<file path="src/rtl/wb_trace_buffer.sv">
// rtl/wb_trace_buffer.sv - write-back trace FIFO that streams its contents as bytes after halt
// Optional feature macro: TRACE_CHECKSUM_EN (appends XOR checksum byte to the stream)
module wb_trace_buffer #(
  parameter int DEPTH        = 16,
  parameter int FLUSH_CYCLES = 4
) (
  input  logic                     clk,
  input  logic                     reset,
  input  logic [31:0]              i_result,
  input  logic                     i_result_valid,
  input  logic                     i_halt,
  output logic [7:0]               o_byte,
  output logic                     o_byte_valid,
  input  logic                     i_byte_ready,
  output logic [$clog2(DEPTH):0]   o_count,
  output logic                     o_overflow,
  output logic                     o_done
);

  localparam int AW = $clog2(DEPTH);
  localparam int CW = AW + 1;

  typedef enum logic [2:0] {
    S_CAPTURE,
    S_FLUSH,
    S_HDR,
    S_DATA,
    S_TAIL,
    S_DONE
  } state_t;

`ifdef TRACE_CHECKSUM_EN
  localparam state_t S_END = S_TAIL;
`else
  localparam state_t S_END = S_DONE;
`endif

  state_t          state, state_n;
  logic [AW-1:0]   wr_ptr, wr_ptr_n, rd_ptr, rd_ptr_n;
  logic [CW-1:0]   count_n;
  logic [3:0]      flush_cnt, flush_n;
  logic [1:0]      idx, idx_n;
  logic            overflow_n, valid_n, done_n;
  logic [7:0]      byte_n;
  logic            capturing, full, push, pop, hs;
  logic [31:0]     mem [DEPTH];
`ifdef TRACE_CHECKSUM_EN
  logic [7:0]      csum, csum_n;
`endif

  assign capturing = (state == S_CAPTURE) || (state == S_FLUSH);
  assign full      = (o_count == CW'(DEPTH));
  assign push      = capturing && i_result_valid && !full;
  assign hs        = o_byte_valid && i_byte_ready;
  assign pop       = (state == S_DATA) && hs && (idx == 2'd3);

  always_comb begin
    state_n    = state;
    flush_n    = flush_cnt;
    idx_n      = idx;
    wr_ptr_n   = push ? wr_ptr + AW'(1) : wr_ptr;
    rd_ptr_n   = pop  ? rd_ptr + AW'(1) : rd_ptr;
    count_n    = o_count;
    if (push)
      count_n = o_count + CW'(1);
    else if (pop)
      count_n = o_count - CW'(1);
    overflow_n = o_overflow | (capturing && i_result_valid && full);

    case (state)
      S_CAPTURE: begin
        if (i_halt) begin
          flush_n = 4'(FLUSH_CYCLES);
          state_n = (FLUSH_CYCLES == 0) ? S_HDR : S_FLUSH;
        end
      end
      S_FLUSH: begin
        flush_n = flush_cnt - 4'd1;
        if (flush_cnt <= 4'd1)
          state_n = S_HDR;
      end
      S_HDR: begin
        if (hs) begin
          idx_n   = 2'd0;
          state_n = (o_count == '0) ? S_END : S_DATA;
        end
      end
      S_DATA: begin
        if (hs) begin
          idx_n = idx + 2'd1;
          if (idx == 2'd3 && o_count == CW'(1))
            state_n = S_END;
        end
      end
`ifdef TRACE_CHECKSUM_EN
      S_TAIL: begin
        if (hs)
          state_n = S_DONE;
      end
`endif
      default: ;
    endcase

`ifdef TRACE_CHECKSUM_EN
    csum_n = csum;
    if (state == S_CAPTURE)
      csum_n = 8'd0;
    else if (hs)
      csum_n = csum ^ o_byte;
`endif

    // Output bytes are computed from next-state values so every output is a flop.
    valid_n = 1'b0;
    byte_n  = 8'd0;
    case (state_n)
      S_HDR: begin
        valid_n = 1'b1;
        byte_n  = 8'(count_n);
      end
      S_DATA: begin
        valid_n = 1'b1;
        byte_n  = mem[rd_ptr_n][{idx_n, 3'b000} +: 8];
      end
`ifdef TRACE_CHECKSUM_EN
      S_TAIL: begin
        valid_n = 1'b1;
        byte_n  = csum_n;
      end
`endif
      default: ;
    endcase
    done_n = (state_n == S_DONE);
  end

  always_ff @(posedge clk or negedge reset) begin
    if (!reset) begin
      state        <= S_CAPTURE;
      wr_ptr       <= '0;
      rd_ptr       <= '0;
      o_count      <= '0;
      flush_cnt    <= '0;
      idx          <= '0;
      o_overflow   <= 1'b0;
      o_byte       <= 8'd0;
      o_byte_valid <= 1'b0;
      o_done       <= 1'b0;
`ifdef TRACE_CHECKSUM_EN
      csum         <= 8'd0;
`endif
    end else begin
      state        <= state_n;
      wr_ptr       <= wr_ptr_n;
      rd_ptr       <= rd_ptr_n;
      o_count      <= count_n;
      flush_cnt    <= flush_n;
      idx          <= idx_n;
      o_overflow   <= overflow_n;
      o_byte       <= byte_n;
      o_byte_valid <= valid_n;
      o_done       <= done_n;
`ifdef TRACE_CHECKSUM_EN
      csum         <= csum_n;
`endif
    end
  end

  always_ff @(posedge clk) begin
    if (push)
      mem[wr_ptr] <= i_result;
  end

endmodule
</file>
<file path="config.mk">
export PLATFORM = sky130hd
export DESIGN_NAME = wb_trace_buffer
export DESIGN_NICKNAME = d
export VERILOG_FILES = /design/src/rtl/wb_trace_buffer.sv
export SDC_FILE = /design/constraint.sdc
export NUM_CORES = 1
export LEC_CHECK = 0
export ABC_AREA = 0
export CAP_MARGIN = 20
export CORE_ASPECT_RATIO = 1.75
export CORE_UTILIZATION = 45
export CTS_CLUSTER_DIAMETER = 80
export DETAILED_ROUTE_END_ITERATION = 8
export GPL_TIMING_DRIVEN = 0
export PLACE_DENSITY = 0.67
export REMOVE_ABC_BUFFERS = 1
export SYNTH_ARGS = -nofsm -noshare
export SYNTH_HDL_FRONTEND = slang
export SYNTH_SLANG_ARGS = --single-unit
</file>
<file path="constraint.sdc">
create_clock -name clk -period 5.45 [get_ports clk]
set_clock_uncertainty 0.2 [all_clocks]
set_input_delay 1.09 -clock clk [delete_from_list [all_inputs] [get_ports clk]]
set_output_delay 1.09 -clock clk [all_outputs]
set_load 0.1 [all_outputs]
</file>
=== Word level (Yosys, flattened, before mapping) ===
Memory sizes are Yosys's and may differ from the RTL's.
Cells that the tools add are included.

* Flip-flop bits (word level): 33
* RAM bits: 512
* Input bits: 37
* Logic and storage cells: 63
* Memories kept: 1

* $add $sub $neg: 6
* Magnitude comparators: 1
* Eq/ne operators: 10
* Shift operators: 1
* Mux-type cells: 19
* Bitwise logic cells: 1
* Reductions and logical operators: 14

{| class="wikitable"
|+ Memory list
! name !! depth !! bits a word !! rd ports !! clocked after memory_dff !! write ports !! RTL line !! text
|-
| mem || 16 || 32 || 1 || 0 || 1 || 46 || <nowiki>logic [31:0] mem [DEPTH];</nowiki>
|}

{| class="wikitable"
|+ Operator list
! kind !! count
|-
| $shiftx 32x6->8 || 1
|-
| $mux 3 || 6
|-
| $pmux 8 s2 || 1
|-
| $eq 3x2->1 const B || 4
|-
| $pmux 3 s4 || 1
|-
| $mux 5 || 2
|-
| $add 4x1->4 const B || 2
|-
| $mux 4 || 2
|-
| $pmux 4 s2 || 1
|-
| $logic_and 1x1->1 || 7
|-
| $add 5x1->5 const B || 1
|-
| $eq 5x1->1 const B || 1
|-
| $eq 5x5->1 const B || 1
|-
| $logic_not 5->1 || 1
|-
| $sub 5x1->5 const B || 1
|-
| $le 4x1->1 const B || 1
|-
| $mux 2 || 2
|-
| $pmux 2 s2 || 1
|-
| $sub 4x1->4 const B || 1
|-
| $eq 3x1->1 const B || 1
|-
| $eq 3x3->1 const B || 1
|-
| $logic_not 3->1 || 1
|-
| $mux 1 || 3
|-
| $add 2x1->2 const B || 1
|-
| 8 further kinds || 8
|}

=== Depth between registers and ports, before layout ===
Gate-level depths: netlist of run 1.

* Depth in word-level cells: 8
* Depth in mapped cells: 16
* Depth with buffers taken out: 11

=== Worst setup path before layout of run 1 ===
OpenSTA, ideal clock, no wires.

* Path type: reg-to-reg
* From: register o_byte_valid
* To: register o_byte[1]
* Data arrival time: 3.468 ns
* Required time: 5.112 ns
* Setup slack: 1.644 ns
* Cell stages (with the launch flop): 12
* Buffers on the path: 3
* Period minus slack after synthesis: 3.806 ns
* Cell sequence: dfrtp_1 and4b_1 nand3_2 and2_1 buf_6 inv_4 buf_8 buf_6 mux4_2 o211ai_1 nand4_1 or4_1

* Longest elaborated chain between the ends: 7
* Elaborated cells on any way between the ends: 17
* Those cells by class: 2 x eq/ne; 1 x shift; 10 x mux; 3 x reduce/logical; 1 x memory

{| class="wikitable"
|+ Ends and longest elaborated chain
! item !! RTL line !! text
|-
| from (decl) || 13 || <nowiki>output logic o_byte_valid,</nowiki>
|-
| from (signal assigned) || 159 || <nowiki>o_byte_valid <= valid_n;</nowiki>
|-
| $logic_and 1x1->1 * || 54 || <nowiki>assign hs = o_byte_valid && i_byte_ready;</nowiki>
|-
| $logic_and 1x1->1 (2 in series) || 55 || <nowiki>assign pop = (state == S_DATA) && hs && (idx == 2'd3);</nowiki>
|-
| $mux 4 || 62 || <nowiki>rd_ptr_n = pop ? rd_ptr + AW'(1) : rd_ptr;</nowiki>
|-
| $mem_v2 16x32 || n/a ||
|-
| $shiftx 32x6->8 || 122 || <nowiki>byte_n = mem[rd_ptr_n][{idx_n, 3'b000} +: 8];</nowiki>
|-
| $pmux 8 s2 * || 115 || <nowiki>case (state_n)</nowiki>
|-
| named net byte_n[1] || 44 || <nowiki>logic [7:0] byte_n;</nowiki>
|-
| to (signal assigned) || 158 || <nowiki>o_byte <= byte_n;</nowiki>
|-
| to (decl) || 12 || <nowiki>output logic [7:0] o_byte,</nowiki>
|}

Mark *: on every way through the listed nets, which the timed path passes. The rest lies on a longest branch.
A chain may end at the register's enable or synchronous reset.

=== Worst setup path after layout of run 1 ===
* From: input i_byte_ready
* To: register o_byte[0]

* Longest elaborated chain between the ends: 7
* Elaborated cells on any way between the ends: 17
* Those cells by class: 2 x eq/ne; 1 x shift; 10 x mux; 3 x reduce/logical; 1 x memory

{| class="wikitable"
|+ Ends and longest elaborated chain
! item !! RTL line !! text
|-
| from (decl) || 14 || <nowiki>input logic i_byte_ready,</nowiki>
|-
| $logic_and 1x1->1 * || 54 ||
|-
| $logic_and 1x1->1 (2 in series) || 55 ||
|-
| $mux 4 || 62 ||
|-
| $mem_v2 16x32 || n/a ||
|-
| $shiftx 32x6->8 || 122 ||
|-
| $pmux 8 s2 * || 115 ||
|-
| named net byte_n[0] || 44 ||
|}

Marks and branches as above.

==> results of run 1 <==
[how the worst min path moves through the flow]
stage / cells past startpoint / start / to
after floorplan: 2 / flush_cnt[1]$_DFFE_PN0P_ / flush_cnt[1]$_DFFE_PN0P_
after global placement: 1 / o_overflow$_DFF_PN0_ / o_overflow$_DFF_PN0_
after detailed placement: 1 / o_overflow$_DFF_PN0_ / o_overflow$_DFF_PN0_
after CTS: 1 / reset / o_byte[6]$_DFF_PN0_
after global routing: 1 / reset / o_byte[7]$_DFF_PN0_
final: 1 / reset / o_byte[6]$_DFF_PN0_
[metrics by stage]
step,hold WS [ns],utilization (%),std cells
after floorplan,0.272,-,1273
after global placement,0.259,47.3,1919
final,0.151,51.9,2034
after CTS,0.137,51.8,2032
after detailed placement,0.269,48.7,1947
after global routing,0.138,51.9,2034
[logic make-up after synthesis]
kind of cell    share of synthesized area, %
mux                                     7.78
xor+xnor                               0.405
simple gates                            9.34
flops                                   74.8
fa+ha+maj                              0.752
buf+inv                                 2.02
compound gates                          4.86
[per-layer routing]
metal	track usage, %	up-vias
met3	2.90	141
met2	38.1	521
met1	26.3	6313
li1	-	5337
met4	10.1	4
met5	0	-
[placed cells by master, fill, tap and decap left out, types with 6 or more instances in the layout]
master and n:
edfxtp_1 512, nand2_1 242, nand3_1 77, mux4_2 53, clkdlybuf4s50_1 51, mux2i_1 49
clkbuf_16 48, a31oi_1 34, dfrtp_1 33, nand4_1 24, nor2_1 23, a21oi_1 21
and3_1 20, buf_12 19, and2_2 16, a32oi_1 16, o21ai_0 15, ha_1 13
a211oi_1 12, clkbuf_1 11, inv_1 9, nor3_1 8, clkinv_1 8, clkinv_2 8
buf_16 7, o211ai_1 6, a22oi_1 6, xnor2_1 6
[what timing repair did]
item / 4_1_cts / 5_1_grt
buffers inserted: 0 / 0
setup endpoints to repair: 0 / 5
hold endpoints to repair: 0 / 0
gates resized for setup: 0 / 1
[state kept, by name (all words and copies together) (netlist names)]
register and cells:
mem 512, o_byte 8, o_count 5, flush_cnt 4
rd_ptr 4, wr_ptr 4, state 3, idx 2
o_byte_valid 1, o_done 1, o_overflow 1
[worst reg2reg max path, cell delays in order, from the launching register on]
cell     delay, ns
dfrtp_1       0.61
and4b_1       0.40
nand3_2       0.27
and2_4        0.40
buf_16        0.27
inv_12        0.31
buf_16        0.38
mux4_2        0.69
and3_1        0.19
a31oi_1       0.17
a21oi_1       0.16
or4_1         0.52
[layout make-up]
| type | instances | area [µm²] |
|---|---|---|
| timing repair buffer | 82 | 1150 |
| sequential | 545 | 16200 |
| inverter | 13 | 63.8 |
| multi-input combinational | 715 | 5080 |
| fill | 3707 | 22900 |
| clock inverter | 24 | 229 |
| clock buffer | 61 | 1260 |
| tap | 594 | 743 |
[report_power, final]
part / internal [mW] / total (mW) / switching [mW]
registers: 4.74 / 4.89 / 0.147
logic: 1.39 / 3.98 / 2.59
clock network: 1.82 / 3.27 / 1.45
total: 7.96 / 12.1 / 4.18
==> key figures, run 1 <==
Status
  – Outcome: finished, final reports clean

GRT
  – Largest net degree at the start of global routing: between 100 and 150
  – Initial antenna violation count: 2
  – First-pass GRT wire length: approximately 78000 µm
  – Vias in the first global route: 12300
  – GRT Total Usage: about 22%
  – Total gr overflow: 0

Synthesis
  – Ys Warns: 0
  – Post-Syn Area: ~0.022 mm²
  – Post-synthesis instance total: 1339
  – Ys flop type: edfxtp_1
  – Post-synth EDFFs: a little over 500
  – Yosys reg bits: roughly 550
  – Post-synthesis cell type count: 64
  – Yosys top cell by area: edfxtp_1
  – Post-synthesis sequential area ratio: about three quarters
  – Top cell type's share of synthesized area: between 70 and 80%
  – Synth cell count leaders: edfxtp_1 (512), nand2_1 (242), nand3_1 (77), mux4_2 (53), mux2i_1 (49)
  – Top-count cell post-synth: edfxtp_1
  – Synthesized area per cell: between 15 and 20 µm²
  – Post-synth ARST share: 6.06%
  – Largest cells by area after synthesis: edfxtp_1 (71%), mux4_2 (5.5%), nand2_1 (4.2%)

Clock tree
  – CTS tree: done
  – Num CTS Buffers: between 40 and 50
  – Maximum clock path buffer count: 3
  – Sink Count: between 500 and 600
  – # hold bufs at CTS: 0
  – Clk slew on worst S/H paths: around 0.07 ns
  – Clock Latency Late Sink: 0.57 ns
  – Clock root cell: clkbuf_16
  – CTS H-tree lvls: 2

Power and ir drop
  – VDD IR-drop max: approximately 0.36 mV
  – Pwr Total: 12.1 mW
  – P_leak: just over 8 nW
  – Power per cell area: between 400 and 500 mW/mm²

Setup path
  – Reg2reg end: o_byte[0]$_DFF_PN0_
  – Reg-to-Reg Start: state[1]$_DFF_PN0_
  – Most used cell, CP: buf_16
  – Cell family with most CP delay: simple AND/OR/NAND/NOR gates
  – Max incr delay on CP: slightly above 0.6 ns
  – Worst Path Buf+Inv: 4
  – Worst Path Max Fanout: 69
  – Worst setup path start: i_byte_ready
  – Worst Setup EP: o_byte[0]$_DFF_PN0_
  – Element type at the critical path end: register
  – Startpoint Class: input pin
  – WP data required: between 5 and 6 ns
  – WS Path Type: input pin to register
  – CP Cell Sequence: clkdlybuf4s50_1, and4b_1, nand3_2, and2_4, buf_16, inv_12, buf_16, mux4_2, and3_1, a31oi_1, a21oi_1, or4_1
  – Worst R2R Setup Slack: roughly 0.75 ns
  – Worst R2R Path Depth: 11
  – CP max stage cell: clkdlybuf4s50_1
  – Crit path DAT: ~5.4 ns
  – Crit. path cell count: 12

Drt
  – M1 WL: 19300 µm
  – WL per Instance: 25.8 µm
  – Drt total wl: about 52000 µm
  – Met2 wire length: between 20000 and 30000 µm
  – DRT Pass-1 Iters: 5
  – Residual DRC: 0
  – Met3 routed WL: about 3400 µm
  – DRT iter0 DRCs: roughly 1200
  – Routed Antenna Nets: 0
  – DR vias/cell: slightly above 6
  – Vias: roughly 12000
  – Top routing layer in use: met5

Finish
  – Layout cell share with drive strength beyond 1: ~13%
  – Final #Nets: 1453
  – P&R area growth vs syn: 14.3%
  – Antenna cells: 0
  – Post-Layout Inst Area: between 0.02 and 0.025 mm²

Run
  – MaxCap Viol Count: 0

Die
  – Initial core utilization: roughly 45%
  – Core Rows: around 110
  – Die H: slightly below 300 µm
  – Full die area: approximately 0.05 mm²
  – Die Width: between 150 and 200 µm
  – IO Count: 53
  – Core area: between 0.04 and 0.05 mm²

Placement
  – Final GP Congestion: approximately 0.78
  – Post-detail-place hpwl: 31200 µm
  – Port Buffers: between 50 and 60
  – Placed Area: between 0.02 and 0.025 mm²
  – Place WS: -0.572 ns

Hold path
  – HP Class: input pin to async pin

STA
  – Period utilization: between 90% and 100%
  – Final number of setup-violating endpoints: 0
  – Tmin final: approximately 5.2 ns
  – Final Hold Fails: 0
  – Fmax: roughly 190 MHz
  – Final count of pins violating max slew: 0
  – Final setup TNS: 0 ns
  – Worst Max-Slew Pin Slew: roughly 1.1 ns
  – Slew margin rel.: between 20% and 30%
  – Unrepaired setup endpoints after global routing: no
  – Min setup slack post-route: roughly 0.24 ns
No activity file was read; power rests on OpenSTA's default activity.
==> run 2: changes to the inputs <==
CORE_MARGIN = 2   (was default)
==> run 2 against run 1 <==
Design area fell by 0.34%. Critical path depth did not move. Sequential power barely moved. Utilization fell by 0.18 points. Final cell count barely moved. Global-route usage fell by 0.35 points. First-iteration DRC count fell by 11%. Critical path type unchanged.
==> key figures, run 2 (synthesized netlist as in run 1, its figures left out) <==
Status
  – Outcome: finished, final reports clean

Clock tree
  – # resized after CTS: 0 (unchanged)
  – CTS tree: done
  – Num CTS Buffers: 46 (unchanged)
  – CTS H-tree lvls: 2 (unchanged)
  – Clock root cell: clkbuf_16
  – Maximum clock path buffer count: 3 (unchanged)
  – Post-CTS setup buffer count: 0 (unchanged)
  – # hold bufs at CTS: 0 (unchanged)
  – Clk slew on worst S/H paths: 0.07 ns (about the same)
  – Clock Latency Late Sink: 0.56 ns (about the same)
  – Sink Count: 545 (unchanged)

STA
  – Period utilization: 97.3% (+1.7 points)
  – Worst hold slack: 0.159 ns (+0.00763 ns)
  – Min setup slack post-route: 0.150 ns (-0.0903 ns)
  – Final number of setup-violating endpoints: 0 (unchanged)
  – Slew margin rel.: 22.4% (-5.2 points)
  – Final Hold Fails: 0 (unchanged)
  – Final setup TNS: 0 ns (unchanged)
  – Fmax: 189 MHz (-1.7%)
  – Unrepaired setup endpoints after global routing: no
  – Final count of pins violating max slew: 0 (unchanged)
  – Tmin final: 5.30 ns (+0.0903 ns)
  – Worst Max-Slew Pin Slew: 1.16 ns (+0.0769 ns)

GRT
  – Initial antenna violation count: 2 (unchanged)
  – GRT Total Usage: 21.3% (-0.35 points)
  – Vias in the first global route: 12400 (+0.77%)
  – Total gr overflow: 0 (unchanged)
  – Largest net degree at the start of global routing: 122 (+4.3%)
  – First-pass GRT wire length: 77800 µm (+0.36%)

Setup path
  – Worst R2R Path Depth: 11 (unchanged)
  – Worst Path Max Fanout: 59 (-14%)
  – Startpoint Class: input pin
  – WP data required: 5.68 ns (about the same)
  – Reg2reg end: o_byte[2]$_DFF_PN0_
  – WS Path Type: input pin to register
  – Reg-to-Reg Start: state[1]$_DFF_PN0_
  – Worst R2R Setup Slack: 0.65 ns (-0.10 ns)
  – Crit path DAT: 5.53 ns (+0.09 ns)
  – Element type at the critical path end: register

Finish
  – Commonest non-fill, non-tap cell in the layout: edfxtp_1
  – P&R area growth vs syn: 13.9%
  – Post-Layout Inst Area: 0.0246 mm² (-0.34%)
  – Largest register by flop count: mem
  – Layout cell share with drive strength beyond 1: 12.5% (-0.32 points)
  – Final #Nets: 1452 (-0.069%)
  – Final non-filler cell total: 2032 (-0.098%)
  – Commonest non-fill, non-tap cells in the layout: edfxtp_1 (512), nand2_1 (242), nand3_1 (77)
  – Top flop regs: mem: 512 flops, o_byte: 8 flops, o_count: 5 flops
  – Max reg flops: 512 (unchanged)

Power and ir drop
  – Power per cell area: 487 mW/mm² (-0.81%)
  – Sw frac: 34.7% (+0.24 points)
  – P_int: 7.84 mW (-1.5%)
  – P_leak: 8.08 nW (-0.65%)
  – Clock Power Share: 26.4% (-0.6 points)
  – Sequential share of power: 40.7% (+0.4 points)
  – Logic gate share of total power: 32.9% (about the same)
  – VDD IR-drop max: 0.325 mV (-10%)
  – Total net switching power: 4.17 mW (-0.46%)

Placement
  – Place WS: -0.358 ns (+0.215 ns)
  – Final GP Congestion: 0.795 (+1.5%)
  – Dpl cells: 1947 (unchanged)
  – Placed Area: 0.0232 mm² (about the same)
  – Post-detail-place hpwl: 31300 µm (+0.14%)
  – Port Buffers: 52 (unchanged)

Drt
  – Residual DRC: 0 (unchanged)
  – Routed Antenna Nets: 0 (unchanged)
  – Drt total wl: 52500 µm (+0.21%)
  – WL per Instance: 25.8 µm (+0.31%)
  – DRT iter0 DRCs: 1099 (-11%)
  – Vias: 12400 (+0.49%)
  – DRT Pass-1 Iters: 5 (unchanged)
  – DR vias/cell: 6.09 (+0.59%)

Die
  – Full die area: 0.0499 mm² (+1.9%)
  – IO Count: 53 (unchanged)
  – Initial core utilization: 45.5% (unchanged)
  – Core Rows: 106 (unchanged)
  – Die Width: 170 µm (+1.2%)
  – Core area: 0.0476 mm² (unchanged)
  – Die H: 294 µm (+0.68%)

Hold path
  – HP Class: input pin to async pin

Run
  – MaxCap Viol Count: 0 (unchanged)
run 2: metrics by stage:
stage          utilization [%]  power, mW
2_1_floorplan                -       7.52
3_3_place_gp              47.3       8.86
3_5_place_dp              48.7       8.92
4_1_cts                   51.7       12.1
5_1_grt                   51.8       12.5
6_report                  51.8       12.0
run 2: how the worst max path moves through the flow:
stage | from | end | depth (start not counted) | slack [ns]
2_1_floorplan | o_byte_valid$_DFF_PN0_ | o_byte[2]$_DFF_PN0_ | 9 | -0.94
3_3_place_gp | i_byte_ready | o_byte[2]$_DFF_PN0_ | 10 | -6.58
3_5_place_dp | i_byte_ready | o_byte[2]$_DFF_PN0_ | 12 | -0.36
4_1_cts | i_byte_ready | o_byte[2]$_DFF_PN0_ | 12 | 0.20
5_1_grt | i_byte_ready | o_byte[2]$_DFF_PN0_ | 12 | 0.005
6_report | i_byte_ready | o_byte[2]$_DFF_PN0_ | 12 | 0.15
run 2: layout make-up:
cell class              instances  area, µm²
clock buffers                  54       1200
multi-input cells             715       5090
inverters                      13       63.8
diodes                          1       2.50
repair buffers                 81       1130
fillers                      3689      23000
clock inverters                29        220
well taps                     594        743
flip-flops and latches        545      16200
run 2: worst max-delay path: stages:
cell	delay, ns
clkdlybuf4s50_1	0.62
and4b_1	0.36
nand3_1	0.21
xor2_4	0.53
buf_16	0.23
inv_4	0.14
buf_16	0.23
nor2_4	0.76
nand3_1	0.21
a32oi_1	0.25
o21ai_0	0.23
or4_1	0.57
run 2: metal layers:
| metal | vias to the layer above | part of all wire [%] | GRT usage (%) |
|---|---|---|---|
| met2 | 597 | 51 | 36.6 |
| met1 | 6295 | 37 | 26.0 |
| met3 | 156 | 7.0 | 2.81 |
| li1 | 5326 | - | - |
| met4 | 2 | 5.7 | 11.7 |
| met5 | - | 0.023 | 0 |
run 2: power groups by stage:
stage                     Combinational, mW  Clock, mW  Sequential, mW
after detailed placement               3.94          0            4.98
after CTS                              3.95       3.21            4.89
final                                  3.94       3.17            4.89
after global routing                   4.22       3.35            4.91
after floorplan                        2.23          0            5.29
after global placement                 3.90          0            4.97
==> run 3: changes to the inputs <==
CAP_MARGIN = default   (was 20)
CTS_CLUSTER_DIAMETER = 200   (was 80)
==> run 3 against run 2 <==
First-iteration DRC count rose by 12%. Setup slack better by 0.014 ns. Wire length fell by 1.1%. Utilization shrank 0.084 points. Count of clock-buffer cells in the layout increased by 1. Via count decreased by 1.2%. Sequential share of layout area rose by 0.11 points. Critical path type unchanged. Critical endpoint unchanged.
==> key figures, run 3 (synthesized netlist as in run 1, its figures left out) <==
Clock tree
  – Clk slew on worst S/H paths: 0.07 ns (about the same)
  – Post-CTS setup buffer count: 0 (unchanged)
  – Clock root cell: clkbuf_16
  – CTS H-tree lvls: 2 (unchanged)
  – Maximum clock path buffer count: 3 (unchanged)
  – Sink Count: 545 (unchanged)
  – Clock Latency Late Sink: 0.57 ns (about the same)
  – Num CTS Buffers: 46 (unchanged)
  – CTS tree: done

Setup path
  – Cell family with most CP delay: simple AND/OR/NAND/NOR gates
  – Crit path DAT: 5.53 ns (about the same)
  – CP max stage cell: nor2_4
  – Startpoint Class: input pin
  – Worst Path Buf+Inv: 4 (unchanged)
  – Max incr delay on CP: 0.75 ns (about the same)
  – Element type at the critical path end: register
  – Worst Path Max Fanout: 59 (unchanged)
  – CP Cell Sequence: clkdlybuf4s50_1, and4b_1, nand3_1, xor2_4, buf_16, inv_4, buf_16, nor2_4, nand3_1, a32oi_1, o21ai_0, or4_1
  – WS Path Type: input pin to register
  – Worst R2R Path Depth: 11 (unchanged)
  – WP data required: 5.69 ns (about the same)
  – Crit. path cell count: 12 (unchanged)

Drt
  – Vias: 12200 (-1.2%)
  – Routed Antenna Nets: 0 (unchanged)
  – Drt total wl: 51900 µm (-1.1%)
  – Residual DRC: 0 (unchanged)
  – DRT iter0 DRCs: 1229 (+12%)
  – DRT Pass-1 Iters: 5 (unchanged)
  – DR vias/cell: 6.03 (-1.0%)
  – WL per Instance: 25.6 µm (-0.95%)

STA
  – Worst Max-Slew Pin Slew: 1.38 ns (+0.228 ns)
  – Slew margin rel.: 7.53% (-15 points)
  – Final number of setup-violating endpoints: 0 (unchanged)
  – Period utilization: 97.0% (-0.26 points)
  – Fmax: 189 MHz (+0.27%)
  – Final Hold Fails: 0 (unchanged)
  – Tmin final: 5.29 ns (-0.0143 ns)
  – Worst hold slack: 0.146 ns (-0.0134 ns)
  – Unrepaired setup endpoints after global routing: no
  – Final count of pins violating max slew: 0 (unchanged)

Finish
  – Final non-filler cell total: 2029 (-0.15%)
  – Commonest non-fill, non-tap cells in the layout: edfxtp_1 (512), nand2_1 (242), nand3_1 (77)
  – Fin util: 51.7% (-0.084 points)
  – FILL cells: 3739 (+1.4%)
  – Largest register by flop count: mem
  – P&R area growth vs syn: 13.7%
  – Layout cell share with drive strength beyond 1: 12.5% (+0.026 points)
  – Register area: 0.0162 mm² (unchanged)
  – Max reg flops: 512 (unchanged)
  – Multi-input logic area: 0.00509 mm² (about the same)
  – Final #Nets: 1449 (-0.21%)
  – Top flop regs: mem: 512 flops, o_byte: 8 flops, o_count: 5 flops
  – Commonest non-fill, non-tap cell in the layout: edfxtp_1

GRT
  – First-pass GRT wire length: 77300 µm (-0.60%)
  – Largest net degree at the start of global routing: 122 (unchanged)
  – GRT Total Usage: 21.1% (-0.15 points)
  – Vias in the first global route: 12300 (-1.1%)
  – Total gr overflow: 0 (unchanged)
  – Initial antenna violation count: 2 (unchanged)

Placement
  – Dpl cells: 1945 (-0.10%)
  – Post-detail-place hpwl: 31000 µm (-0.85%)
  – Port Buffers: 52 (unchanged)
  – Final GP Congestion: 0.795 (unchanged)

Die
  – Full die area: 0.0499 mm² (unchanged)
  – Core Rows: 106 (unchanged)
  – Core area: 0.0476 mm² (unchanged)
  – IO Count: 53 (unchanged)
  – Die H: 294 µm (unchanged)
  – Die Width: 170 µm (unchanged)
  – Initial core utilization: 45.5% (unchanged)

Power and ir drop
  – P_leak: 8.05 nW (-0.38%)
  – VDD IR-drop max: 0.323 mV (-0.60%)
  – Power per cell area: 488 mW/mm² (+0.13%)

Hold path
  – HP Class: input pin to async pin

Status
  – Outcome: finished, final reports clean

Run
  – MaxCap Viol Count: 0 (unchanged)
==> run 3: cell types whose count changed in the layout (fill, tap and decap cells not counted), moves of 2 or more <==
cell and delta:
clkbuf_1 +2, clkinv_1 -5, clkinvlp_4 +3, inv_6 +2
==> run 3: metrics by stage <==
stage                     setup WS (ns)  cell area, µm²  setup TNS, ns  power (mW)
after global placement            -6.58           22500         -57.34        8.86
after detailed placement         -0.528           23200          -2.29        8.91
after CTS                        0.0719           24600              0        12.1
after floorplan                  -0.940           21300          -6.44        7.52
final                             0.164           24600              0        12.0
after global routing            0.00771           24600              0        12.5
==> run 3: worst register-to-register path, delay by kind of cell (launching register included) <==
family          cells  cell delay [ns]
compound gates      2             0.47
xor+xnor            1             0.52
buf+inv             3             0.64
flops               1             0.61
simple gates        5             2.23
==> run 3: final timing paths <==
| path | slack (ns) | start | end |
|---|---|---|---|
| min reg2reg | 0.30 | o_overflow$_DFF_PN0_ | o_overflow$_DFF_PN0_ |
| max in group asynchronous | 4.48 | reset | o_byte[1]$_DFF_PN0_ |
| max reg2reg | 0.67 | state[1]$_DFF_PN0_ | o_byte[2]$_DFF_PN0_ |
| min in group clk | 0.30 | o_overflow$_DFF_PN0_ | o_overflow$_DFF_PN0_ |
| min | 0.15 | reset | o_byte[7]$_DFF_PN0_ |
| max | 0.16 | i_byte_ready | o_byte[2]$_DFF_PN0_ |
==> run 3: layout make-up <==
type,count,area share [%]
multi-input combinational,715,20.7
inverter,13,0.259
sequential,545,65.8
timing repair buffer,78,4.35
clock inverter,28,1.01
clock buffer,55,4.82
tap,594,3.02
antenna,1,0.0102
==> run 3: what timing repair did <==
action,4_1_cts,5_1_grt
setup endpoints to repair,0,3
gates resized for setup,0,1
hold buffers,0,0
endpoints found under the hold margin,0,0
==> run 3: per-layer routing <==
| layer | track usage, % | vias to the layer above | part of all wire [%] |
|---|---|---|---|
| met4 | 10.0 | 2 | 4.9 |
| li1 | - | 5324 | - |
| met3 | 2.80 | 146 | 7.3 |
| met2 | 36.8 | 569 | 51 |
| met5 | 0 | - | 0.031 |
| met1 | 26.1 | 6187 | 37 |
==> run 3: power breakdown <==
| part | switching [mW] | internal [mW] |
|---|---|---|
| Combinational | 2.56 | 1.36 |
| Clock | 1.48 | 1.71 |
| Sequential | 0.146 | 4.74 |
